### src/rtl/wca_dac_interleaver.sv
// wca_dac_interleaver: buffers packed {Q,I} IF samples in a small FIFO and
// emits them as interleaved 12-bit I/Q word pairs for a dual-channel DAC,
// paced by strobe_dac. Handles priming, underflow/overflow, mute and format.
module wca_dac_interleaver #(
  parameter int FIFO_AW     = 2,
  parameter int PRIME_LEVEL = 2
) (
  input  logic               clock,
  input  logic               ngreset,
  input  logic               enable,
  input  logic [3:0]         cfg,
  input  logic               strobe_if,
  input  logic [23:0]        iq_in,
  input  logic               strobe_dac,
  output logic [11:0]        dac_data,
  output logic               dac_iqsel,
  output logic               dac_wr,
  output logic [FIFO_AW:0]   fifo_level,
  output logic               overflow,
  output logic               underflow,
  output logic [7:0]         underflow_cnt
);

  localparam int DEPTH = 1 << FIFO_AW;
  localparam logic [FIFO_AW:0] FULL_LVL  = DEPTH[FIFO_AW:0];
  localparam logic [FIFO_AW:0] PRIME_LVL = PRIME_LEVEL[FIFO_AW:0];

  typedef enum logic [1:0] {S_IDLE, S_PRIME, S_RUN, S_EMIT2} state_t;

  state_t             state_q;
  logic [23:0]        mem_q [DEPTH];
  logic [FIFO_AW:0]   wr_ptr_q, rd_ptr_q, level;
  logic               empty, full, pop, push, uf_evt, ovf_evt;
  logic [11:0]        zero_w, first_raw, second_raw, word1_d, word2_d;
  logic [23:0]        head;
  logic [11:0]        data_q, hold_q;
  logic               iqsel_q, wr_q, zero_q, hold_zero_q, sw_q, uf_pair_q;
  logic               ovf_q, udf_q;
  logic [7:0]         ucnt_q;

  // Apply mute / offset-binary to a raw two's complement word.
  function automatic logic [11:0] fmt(input logic [11:0] raw, input logic ob, input logic mute);
    if (mute) return {ob, 11'b0};
    return {raw[11] ^ ob, raw[10:0]};
  endfunction

  assign level   = wr_ptr_q - rd_ptr_q;
  assign empty   = (level == '0);
  assign full    = (level == FULL_LVL);
  assign pop     = enable && (state_q == S_RUN) && strobe_dac && !empty;
  assign uf_evt  = enable && (state_q == S_RUN) && strobe_dac && empty;
  // A same-cycle pop frees the slot, so a write into a full FIFO is accepted then.
  assign push    = enable && strobe_if && (!full || pop);
  assign ovf_evt = enable && strobe_if && full && !pop;
  assign zero_w  = {cfg[1], 11'b0};

  // Head-of-FIFO split into emission order, and formatted output words.
  always_comb begin
    head       = mem_q[rd_ptr_q[FIFO_AW-1:0]];
    first_raw  = cfg[0] ? head[23:12] : head[11:0];
    second_raw = cfg[0] ? head[11:0]  : head[23:12];
    word1_d    = empty ? zero_w : fmt(first_raw, cfg[1], cfg[2]);
    word2_d    = hold_zero_q ? zero_w : fmt(hold_q, cfg[1], cfg[2]);
  end

  // FIFO storage; no reset needed, occupancy is tracked by the pointers.
  always_ff @(posedge clock) begin
    if (push) mem_q[wr_ptr_q[FIFO_AW-1:0]] <= iq_in;
  end

  // Control FSM, FIFO pointers and registered DAC outputs.
  always_ff @(posedge clock or negedge ngreset) begin
    if (!ngreset) begin
      state_q     <= S_IDLE;
      wr_ptr_q    <= '0;
      rd_ptr_q    <= '0;
      data_q      <= '0;
      hold_q      <= '0;
      iqsel_q     <= 1'b0;
      wr_q        <= 1'b0;
      zero_q      <= 1'b1;
      hold_zero_q <= 1'b0;
      sw_q        <= 1'b0;
      uf_pair_q   <= 1'b0;
    end else begin
      wr_q <= 1'b0;
      if (!enable) begin
        // Flush and abandon any pair in progress.
        state_q  <= S_IDLE;
        wr_ptr_q <= '0;
        rd_ptr_q <= '0;
        zero_q   <= 1'b1;
        iqsel_q  <= 1'b0;
      end else begin
        if (push) wr_ptr_q <= wr_ptr_q + 1'b1;
        if (pop)  rd_ptr_q <= rd_ptr_q + 1'b1;
        case (state_q)
          S_IDLE:  state_q <= S_PRIME;
          S_PRIME: if (level >= PRIME_LVL) state_q <= S_RUN;
          S_RUN: begin
            if (strobe_dac) begin
              data_q      <= word1_d;
              iqsel_q     <= cfg[0];
              wr_q        <= 1'b1;
              zero_q      <= 1'b0;
              hold_q      <= second_raw;
              hold_zero_q <= empty;
              sw_q        <= cfg[0];
              uf_pair_q   <= empty;
              state_q     <= S_EMIT2;
            end
          end
          S_EMIT2: begin
            data_q  <= word2_d;
            iqsel_q <= ~sw_q;
            wr_q    <= 1'b1;
            state_q <= uf_pair_q ? S_PRIME : S_RUN;
          end
          default: state_q <= S_IDLE;
        endcase
      end
    end
  end

  // Sticky status; a new event in the clear cycle takes priority.
  always_ff @(posedge clock or negedge ngreset) begin
    if (!ngreset) begin
      ovf_q  <= 1'b0;
      udf_q  <= 1'b0;
      ucnt_q <= '0;
    end else begin
      if (ovf_evt)     ovf_q <= 1'b1;
      else if (cfg[3]) ovf_q <= 1'b0;
      if (uf_evt) begin
        udf_q <= 1'b1;
        if (cfg[3])               ucnt_q <= 8'd1;
        else if (ucnt_q != 8'hFF) ucnt_q <= ucnt_q + 8'd1;
      end else if (cfg[3]) begin
        udf_q  <= 1'b0;
        ucnt_q <= '0;
      end
    end
  end

  // While idle the output tracks ZERO in the current format.
  assign dac_data      = zero_q ? zero_w : data_q;
  assign dac_iqsel     = iqsel_q;
  assign dac_wr        = wr_q;
  assign fifo_level    = level;
  assign overflow      = ovf_q;
  assign underflow     = udf_q;
  assign underflow_cnt = ucnt_q;

endmodule

### config.mk
export PLATFORM = sky130hd
export DESIGN_NAME = wca_dac_interleaver
export DESIGN_NICKNAME = d
export VERILOG_FILES = /design/src/rtl/wca_dac_interleaver.sv
export SDC_FILE = /design/constraint.sdc
export NUM_CORES = 1
export LEC_CHECK = 0
export CAP_MARGIN = 25
export CORE_AREA = 2 2 108 110
export CTS_CLUSTER_SIZE = 25
export DETAILED_ROUTE_END_ITERATION = 6
export DIE_AREA = 0 0 110 112
export PLACE_DENSITY = 0.86
export SYNTH_ARGS = -nofsm -noshare
export SYNTH_HDL_FRONTEND = slang
export SYNTH_SLANG_ARGS = --single-unit
### constraint.sdc
create_clock -name clock -period 3.8 [get_ports clock]
set_input_delay 0.76 -clock clock [delete_from_list [all_inputs] [get_ports clock]]
set_output_delay 0.76 -clock clock [all_outputs]
set_load 0.01 [all_outputs]
==> metrics.cfg, run 1 <==
[outcome]
status = finished clean

[yosys]
ys_ff_latch = 143
yosysWarnings = 0
syn_area_per_cell_um2 = 15.4
ys_types = 50
synth_ff_type = edfxtp_1
synth_edf_count = 96
syn-cell-area_um2 = 6230
synthArstFlopShare = 0.329
synth_nets = 446
ys_seq_area_frac = 0.651
synthCells = 405

[timing]
period_needed_ns = 3.35
timing.fmax_mhz = 298
finClkSkew_ns = 0.00799
slew_headroom = 0.431
timing.final.hold_violations = 0
finalCritPeriodShare = 0.882
fin_ws_ns = 0.447
worstMarginPinSlew_ns = 0.851
fin_setup_tns_ns = 0
rsz0062_at_grt = false
slew_violations = 0
setup_viol = 0

[worst_setup_path]
crit_fanout = 6
critical_path_required_ns = 3.04
end_kind = output pin
crit_type = register to output pin
cp.arrival_ns = 2.59
crit_path_start_kind = register

[cts]
clockBufferDepth = 2
root_buffer = clkbuf_16
post_cts_resized = 0
cts_setup_buffers = 0
clk_latency_ns = 0.41
cts_buffers = 17
cts_sinks = 143
cts_tree = built
ctsHoldBuffers = 0
cts_htree_levels = 4
clk_pin_slew_worst_paths_ns = 0.06

[route]
wirelength_um = 11900
drtIter0Drc = 326
ant_nets = 0
drc = 0
firstDrtPassIters = 5
routed_via_density = 5.78
wl_per_cell_um = 19.0
dr_wl_met2_um = 6040
top_layer = met4
routed-via-count = 3627
drt-met1-wl_um = 5140
wl_met3_um = 637

[placement]
io_buffers = 59
place_congestion = 0.782
hpwl_um = 7600
place_ws_ns = 0.550
postPlaceCellArea_um2 = 6960

[finish]
area_growth_pct = 21.4
n_antenna_cell = 0
nFillCells = 759
layout_commonest_cell = edfxtp_1
drive_above_1_share = 0.153
design_area_um2 = 7570
final_nets = 513
layout_common_cells = edfxtp_1 (96), clkdlybuf4s50_1 (58), dfrtp_1 (46)

[floorplan]
chipHeight_um = 112
fp-row-count = 39
initial_core_util = 0.558
ios = 60
core_area_um2 = 11200
die_w_um = 110
dieArea_um2 = 12300

[grt]
track_usage = 0.217
grt_pass1_wl_um = 19600
grt_pass1_vias = 3722
grt-ovfl-total = 0
antenna_found_initial = 0
grt_max_degree = 48

[pwr]
power_density_nw_per_um2 = 515
vdd_drop_max_v = 0.000467
total_power_mw = 3.90
power.leakage_nw = 2.82

[min_path]
hp-class = input port to asynchronous set/reset pin

[job]
maxCapViolCount = 0

## routing by layer
metal / up-vias / track usage
met5: - / 0
met4: 0 / 0.0810
met3: 8 / 0.0480
met2: 112 / 0.342
met1: 1804 / 0.298
li1: 1703 / -
## kinds of logic after synthesis
kind of cell / Yosys count / synth area share
DFF: 143 / 0.651
and+or+nand+nor: 121 / 0.0915
AOI/OAI and AO/OA: 55 / 0.0779
muxes: 40 / 0.128
buffers and inverters: 34 / 0.0259
adders and majority gates: 8 / 0.0173
xor gates and xnor gates: 4 / 0.00803
## sequential cells by signal (all words and copies together), names as in the netlist
register,count
state_q,2
wr_ptr_q,3
uf_pair_q,1
rd_ptr_q,3
data_q,12
mem_q,96
underflow,1
hold_q,12
dac_wr,1
zero_q,1
underflow_cnt,8
overflow,1
sw_q,1
dac_iqsel,1
## area by class of cell
class                      count  area [µm²]  area share
sequential                   143        4060       0.536
clock inverter                10        75.1     0.00992
inverter                      12        45.0     0.00595
clock buffer                  22         512      0.0676
tap                          143         179      0.0236
multi-input combinational    228        2020       0.267
timing repair buffer          70         681      0.0899
## synth_stat cells (3+ instances only)
| master | number | area [µm²] |
|---|---|---|
| edfxtp_1 | 96 | 2880 |
| dfrtp_1 | 46 | 1150 |
| nor2_1 | 42 | 158 |
| nand2_1 | 39 | 146 |
| mux4_1 | 22 | 578 |
| a31oi_1 | 15 | 93.8 |
| mux2_2 | 13 | 146 |
| nor2b_1 | 12 | 75.1 |
| inv_1 | 11 | 41.3 |
| clkbuf_1 | 10 | 37.5 |
| a221oi_2 | 9 | 135 |
| and2_1 | 8 | 50.1 |
| ha_1 | 7 | 87.6 |
| o21ai_0 | 7 | 35.0 |
| a21oi_1 | 4 | 20.0 |
| buf_1 | 4 | 15.0 |
| nand3_1 | 4 | 20.0 |
| a21o_1 | 3 | 22.5 |
| buf_2 | 3 | 15.0 |
| buf_6 | 3 | 33.8 |
| mux2i_1 | 3 | 30.0 |
| nor3_1 | 3 | 15.0 |
| o211ai_1 | 3 | 22.5 |
| xnor2_1 | 3 | 26.3 |
## worst paths after layout
check / startpoint / to / slack [ns] / cells after the start
setup / recovery: wr_ptr_q[0]$_DFFE_PN0P_ / fifo_level[2] / 0.45 / 6
min in group clock: overflow$_DFFE_PN0P_ / overflow$_DFFE_PN0P_ / 0.48 / 1
setup reg to reg: wr_ptr_q[0]$_DFFE_PN0P_ / wr_ptr_q[2]$_DFFE_PN0P_ / 0.92 / 9
max in group asynchronous: ngreset / zero_q$_DFFE_PN1P_ / 3.09 / 2
hold reg to reg: overflow$_DFFE_PN0P_ / overflow$_DFFE_PN0P_ / 0.48 / 1
hold / removal: ngreset / rd_ptr_q[1]$_DFFE_PN0P_ / 0.18 / 1
## where the power goes
group / switching [mW] / total, mW / internal, mW
logic: 0.191 / 0.375 / 0.185
clock network: 0.619 / 1.58 / 0.963
registers: 0.101 / 1.94 / 1.84
## worst max-delay path, cell delays in order (launching register included)
cell and delay, ns:
dfrtp_1 0.40, inv_1 0.11, ha_1 0.23, fa_1 0.37, xnor3_2 0.34, inv_2 0.16, clkdlybuf4s50_1 0.55
## stage by stage
stage                     instances  hold WS [ns]  utilization
final                           628         0.184        0.677
after detailed placement        595         0.468        0.623
after CTS                       627         0.481        0.676
after global routing            628         0.179        0.677
after global placement          595         0.468        0.623
after floorplan                 405         0.443            -
No activity file was read; power rests on OpenSTA's default activity.
==> inputs of run 2 (changes only) <==
--- a/config.mk
+++ b/config.mk
@@ -5,12 +5,12 @@
 export SDC_FILE = /design/constraint.sdc
 export NUM_CORES = 1
 export LEC_CHECK = 0
-export CAP_MARGIN = 25
+export CAP_MARGIN = 5
 export CORE_AREA = 2 2 108 110
 export CTS_CLUSTER_SIZE = 25
 export DETAILED_ROUTE_END_ITERATION = 6
 export DIE_AREA = 0 0 110 112
-export PLACE_DENSITY = 0.86
+export PLACE_DENSITY = 0.78
 export SYNTH_ARGS = -nofsm -noshare
 export SYNTH_HDL_FRONTEND = slang
 export SYNTH_SLANG_ARGS = --single-unit
==> run 2 against run 1 <==
Clock skew grew 0.00084 ns. First-iteration DRC count grew 2.1%. Combinational power shrank 2%. Cell count shrank 0.16%. Worst hold slack gained 0.30 ns. Critical path type unchanged. Critical endpoint unchanged. Highest routed layer unchanged.
==> metrics.cfg, run 2 (synthesis results as in run 1) <==
[cts]
root_buffer = clkbuf_16
cts_setup_buffers = 0  ; unchanged
clk_pin_slew_worst_paths_ns = 0.06  ; about the same
cts_tree = built
ctsHoldBuffers = 0  ; unchanged
clockBufferDepth = 2  ; unchanged
clk_latency_ns = 0.41  ; about the same
post_cts_resized = 0  ; unchanged
cts_htree_levels = 4  ; unchanged
cts_buffers = 17  ; unchanged
cts_sinks = 143  ; unchanged

[worst_setup_path]
critical_path_required_ns = 3.04  ; about the same
ff2ff_setup_slack_ns = 0.89  ; -0.03 ns
crit_cells = 6  ; unchanged
crit_chain = inv_1 -> ha_1 -> fa_1 -> xnor3_2 -> inv_2 -> clkdlybuf4s50_1
cp.arrival_ns = 2.61  ; +0.02 ns
rr_worst_depth = 8  ; -1
crit_family = buffers and inverters
crit_path_max_incr_delay_ns = 0.56  ; about the same
end_kind = output pin
crit_type = register to output pin
crit_path_start_kind = register
path_buf_inv = 3  ; unchanged
crit_fanout = 6  ; unchanged
cp_slowest_cell = clkdlybuf4s50_1

[placement]
hpwl_um = 7180  ; -5.5%
io_buffers = 59  ; unchanged
place_congestion = 0.776  ; -0.79%

[finish]
drive_above_1_share = 0.149  ; -0.00382
layout_common_cells = edfxtp_1 (96), clkdlybuf4s50_1 (58), dfrtp_1 (46)
utilization = 0.675  ; -0.00202
n_antenna_cell = 0  ; unchanged
layout_commonest_cell = edfxtp_1
largest_reg_flops = 96  ; unchanged
final_nets = 512  ; -0.19%
area_growth_pct = 21.1

[grt]
track_usage = 0.197  ; -0.0198
grt_max_degree = 48  ; unchanged
grt_pass1_vias = 3430  ; -7.8%
grt-ovfl-total = 0  ; unchanged
antenna_found_initial = 0  ; unchanged
grt_pass1_wl_um = 17900  ; -8.9%

[pwr]
vdd_drop_max_v = 0.000583  ; +25%
internal-power_mw = 3.00  ; +0.36%
power.leakage_nw = 2.80  ; -0.64%
switching_power_mw = 0.925  ; +1.5%
power.share.switching = 0.236  ; +0.00205
power_density_nw_per_um2 = 520  ; +0.93%
power_frac_seq = 0.493  ; -0.005
pwr-share-comb = 0.094  ; -0.002
p_clk_frac = 0.414  ; +0.008

[route]
firstDrtPassIters = 5  ; unchanged
routed-via-count = 3526  ; -2.8%
top_layer = met4
drt-met1-wl_um = 4860  ; -5.4%
wirelength_um = 11200  ; -6.2%
dr_wl_met2_um = 5680  ; -5.9%
drc = 0  ; unchanged
routed_via_density = 5.62  ; -2.6%
wl_per_cell_um = 17.8  ; -6.0%
ant_nets = 0  ; unchanged
wl_met3_um = 534  ; -16%
drtIter0Drc = 333  ; +2.1%

[timing]
finalCritPeriodShare = 0.888  ; +0.00550
worstMarginPinSlew_ns = 1.03  ; +0.176 ns
timing.final.hold_violations = 0  ; unchanged
setup_viol = 0  ; unchanged
period_needed_ns = 3.37  ; +0.0209 ns
slew_headroom = 0.315  ; -0.116
fin_setup_tns_ns = 0  ; unchanged
timing.fmax_mhz = 296  ; -0.62%
slew_violations = 0  ; unchanged
finClkSkew_ns = 0.00883  ; +0.000840 ns
rsz0062_at_grt = false

[min_path]
hp-class = register to register
hold_depth = 1

[outcome]
status = finished clean

[floorplan]
chipHeight_um = 112  ; unchanged
die_w_um = 110  ; unchanged
dieArea_um2 = 12300  ; unchanged
ios = 60  ; unchanged
fp-row-count = 39  ; unchanged
initial_core_util = 0.558  ; unchanged
core_area_um2 = 11200  ; unchanged

[job]
maxCapViolCount = 0  ; unchanged

==> run 2: cell count changes in the layout (fill, tap and decap cells not counted), sizes merged <==
cell,delta
clkinv,-2
clkbuf,-4
inv,+3
bufinv,+2
clkinvlp,+1
buf,-1
==> run 2: worst paths after layout <==
path,to,from
worst max-delay path,fifo_level[2],wr_ptr_q[0]$_DFFE_PN0P_
worst min-delay path,overflow$_DFFE_PN0P_,overflow$_DFFE_PN0P_
worst max register to register,mem_q[3][10]$_DFFE_PP_,wr_ptr_q[0]$_DFFE_PN0P_
worst min register to register,overflow$_DFFE_PN0P_,overflow$_DFFE_PN0P_
max in group asynchronous,hold_q[1]$_DFFE_PN0P_,ngreset
min in group asynchronous,underflow_cnt[5]$_DFFE_PN0P_,ngreset
==> run 2: cell type report <==
class / instances / area, µm²
well taps: 143 / 179
flip-flops and latches: 143 / 4060
fillers: 798 / 3630
repair buffers: 69 / 661
multi-input cells: 228 / 2020
clock inverters: 14 / 155
clock buffers: 18 / 429
inverters: 12 / 45.0
==> run 2: power groups by stage <==
stage,combinational (mW),sequential [mW],clock [mW]
after floorplan,0.255,1.94,0
after global placement,0.354,1.95,0
after detailed placement,0.364,1.96,0
after CTS,0.371,1.93,1.65
after global routing,0.413,1.96,1.73
final,0.368,1.93,1.62
==> run 2: metal layers <==
| metal | up-vias | GRT usage |
|---|---|---|
| met5 | - | 0 |
| met4 | 0 | 0.0557 |
| met3 | 8 | 0.0562 |
| met2 | 102 | 0.312 |
| met1 | 1719 | 0.269 |
| li1 | 1697 | - |
==> run 2: metrics by stage <==
stage | hold slack (ns) | worst slack [ns] | power, mW | cells | cell area (µm²)
3_3_place_gp | 0.470 | 0.661 | 2.31 | 595 | 6960
4_1_cts | 0.484 | 0.407 | 3.96 | 627 | 7550
6_report | 0.481 | 0.426 | 3.92 | 627 | 7550
5_1_grt | 0.493 | 0.301 | 4.10 | 627 | 7550
3_5_place_dp | 0.472 | 0.592 | 2.33 | 595 | 6960
2_1_floorplan | 0.443 | 0.985 | 2.19 | 405 | 6230
==> run 2: worst reg2reg max path, stage by stage, from the launching register on <==
cell	delay, ns
dfrtp_1	0.42
inv_1	0.11
ha_1	0.23
fa_1	0.39
xnor3_2	0.36
inv_2	0.11
a31oi_1	0.40
and2_1	0.21
buf_4	0.34
==> inputs of run 3 (changes only) <==
--- a/config.mk
+++ b/config.mk
@@ -6,11 +6,11 @@
 export NUM_CORES = 1
 export LEC_CHECK = 0
 export CAP_MARGIN = 5
-export CORE_AREA = 2 2 108 110
+export CORE_AREA = 2 2 120 122
 export CTS_CLUSTER_SIZE = 25
 export DETAILED_ROUTE_END_ITERATION = 6
-export DIE_AREA = 0 0 110 112
-export PLACE_DENSITY = 0.78
+export DIE_AREA = 0 0 122 124
+export PLACE_DENSITY = 0.65
 export SYNTH_ARGS = -nofsm -noshare
 export SYNTH_HDL_FRONTEND = slang
 export SYNTH_SLANG_ARGS = --single-unit
==> run 3 against run 2 <==
Sequential share of layout area is 0.41 points lower. Critical path depth stayed put. Utilization is 12 points lower. Global-route usage is 3.3 points lower. Non-clock buffer count is 3 higher. Die area is 23% higher. Via count is 1.0% lower. Routed wire length is 0.18% higher. Worst setup slack better by 0.063 ns. Clock-buffer cell count is 1 lower. First-iteration DRC count is 34% lower.
==> metrics.cfg, run 3 (synthesis results as in run 1) <==
[route]
wl_per_cell_um = 16.8  ; -5.8%
drc = 0  ; unchanged
drtIter0Drc = 221  ; -34%
firstDrtPassIters = 4  ; -1
routed_via_density = 5.23  ; -7.0%
routed-via-count = 3490  ; -1.0%
ant_nets = 0  ; unchanged
wirelength_um = 11200  ; +0.18%

[grt]
grt_max_degree = 48  ; unchanged
track_usage = 0.164  ; -0.0328
grt_pass1_wl_um = 18100  ; +1.2%
grt-ovfl-total = 0  ; unchanged
grt_pass1_vias = 3401  ; -0.85%
antenna_found_initial = 0  ; unchanged

[timing]
finClkSkew_ns = 0.0103  ; +0.00144 ns
fin_setup_tns_ns = 0  ; unchanged
slew_violations = 0  ; unchanged
fin_ws_ns = 0.489  ; +0.0634 ns
slew_headroom = 0.319  ; +0.00382
period_needed_ns = 3.31  ; -0.0634 ns
worstMarginPinSlew_ns = 1.02  ; -0.00573 ns
finalCritPeriodShare = 0.871  ; -0.0167
setup_viol = 0  ; unchanged
timing.fmax_mhz = 302  ; +1.9%
timing.final.hold_violations = 0  ; unchanged
rsz0062_at_grt = false
holdWs_ns = 0.477  ; -0.00372 ns

[cts]
clk_pin_slew_worst_paths_ns = 0.06  ; about the same
ctsHoldBuffers = 0  ; unchanged
clockBufferDepth = 2  ; unchanged
post_cts_resized = 0  ; unchanged
cts_setup_buffers = 0  ; unchanged
cts_sinks = 143  ; unchanged
cts_tree = built
cts_htree_levels = 4  ; unchanged
cts_buffers = 17  ; unchanged
clk_latency_ns = 0.43  ; +0.02 ns
root_buffer = clkbuf_16

[finish]
drive_above_1_share = 0.156  ; +0.00730
final_cell_count_no_fill = 667  ; +6.4%
n_antenna_cell = 0  ; unchanged
largest_reg_flops = 96  ; unchanged
design_area_um2 = 7600  ; +0.76%
area_growth_pct = 22.0
layout_common_cells = edfxtp_1 (96), clkdlybuf4s50_1 (58), dfrtp_1 (46)
utilization = 0.554  ; -0.121
final_nets = 515  ; +0.59%
layout_commonest_cell = edfxtp_1

[pwr]
vdd_drop_max_v = 0.000307  ; -47%
power_density_nw_per_um2 = 511  ; -1.7%
power.leakage_nw = 2.82  ; +0.53%
total_power_mw = 3.88  ; -0.99%

[floorplan]
chipHeight_um = 124  ; +11%
dieArea_um2 = 15100  ; +23%
fp-row-count = 43  ; +10%
ios = 60  ; unchanged
initial_core_util = 0.454  ; -0.103
die_w_um = 122  ; +11%
core_area_um2 = 13700  ; +23%

[worst_setup_path]
crit_chain = inv_1 -> ha_1 -> fa_1 -> xnor3_2 -> inv_2 -> clkdlybuf4s50_1
crit_fanout = 6  ; unchanged
critical_path_required_ns = 3.04  ; about the same
end_kind = output pin
cp.arrival_ns = 2.55  ; -0.06 ns
worstReg2RegStart = wr_ptr_q[0]$_DFFE_PN0P_
crit_type = register to output pin
cp-startpoint = wr_ptr_q[0]$_DFFE_PN0P_
ff2ff_setup_slack_ns = 0.99  ; +0.10 ns
crit_path_start_kind = register
crit_path_max_incr_delay_ns = 0.56  ; about the same
cp_slowest_cell = clkdlybuf4s50_1

[placement]
postPlaceCellArea_um2 = 7030  ; +0.99%
io_buffers = 59  ; unchanged
placedCellCount = 635  ; +6.7%
place_ws_ns = 0.782  ; +0.190 ns
place_congestion = 0.781  ; +0.61%
hpwl_um = 7460  ; +3.8%

[job]
maxCapViolCount = 0  ; unchanged

[outcome]
status = finished clean

[min_path]
worstHoldStart = underflow$_DFFE_PN0P_
hp-class = register to register

==> run 3: changes by cell type in the layout (fill, tap and decap cells not counted) <==
cell        change
clkbuf_1        -1
bufinv_16       -1
clkinvlp_2      +1
clkinv_2        -1
buf_4           +3
inv_6           +2
clkinvlp_4      -2
clkinv_4        +1
inv_8           +1
==> run 3: worst max-delay path: cells and delay by family, from the launching register on <==
kind / cells / cell delay (ns)
flops: 1 / 0.40
buf+inv: 3 / 0.82
xor+xnor: 1 / 0.34
fa+ha+maj: 2 / 0.58
==> run 3: cell type report <==
type	instances	area [µm²]
fill	1117	6110
sequential	143	4060
multi-input combinational	228	2020
timing repair buffer	72	683
clock buffer	17	425
tap	180	225
clock inverter	15	148
inverter	12	45.0
==> run 3: path summary, 6_finish.rpt <==
check                                                to  cells past startpoint
max                                       fifo_level[2]                      6
min                               underflow$_DFFE_PN0P_                      1
max reg2reg                      mem_q[0][12]$_DFFE_PP_                      8
min reg2reg                       underflow$_DFFE_PN0P_                      1
max in group asynchronous        data_q[11]$_DFFE_PN0P_                      1
min in group asynchronous  underflow_cnt[3]$_DFFE_PN0P_                      1
==> run 3: where the power goes <==
part	internal, mW	leakage (nW)	switching, mW
sequential	1.84	1.48	0.0929
combinational	0.184	1.06	0.182
clock	0.918	0.277	0.668
==> run 3: layer usage <==
layer	part of all wire	GRT usage	vias to the layer above	routed length, µm
met2	0.46	0.247	78	5160
li1	-	-	1702	-
met4	0.0096	0.0647	0	108
met5	0	0	-	0
met1	0.49	0.227	1704	5470
met3	0.041	0.0472	6	464
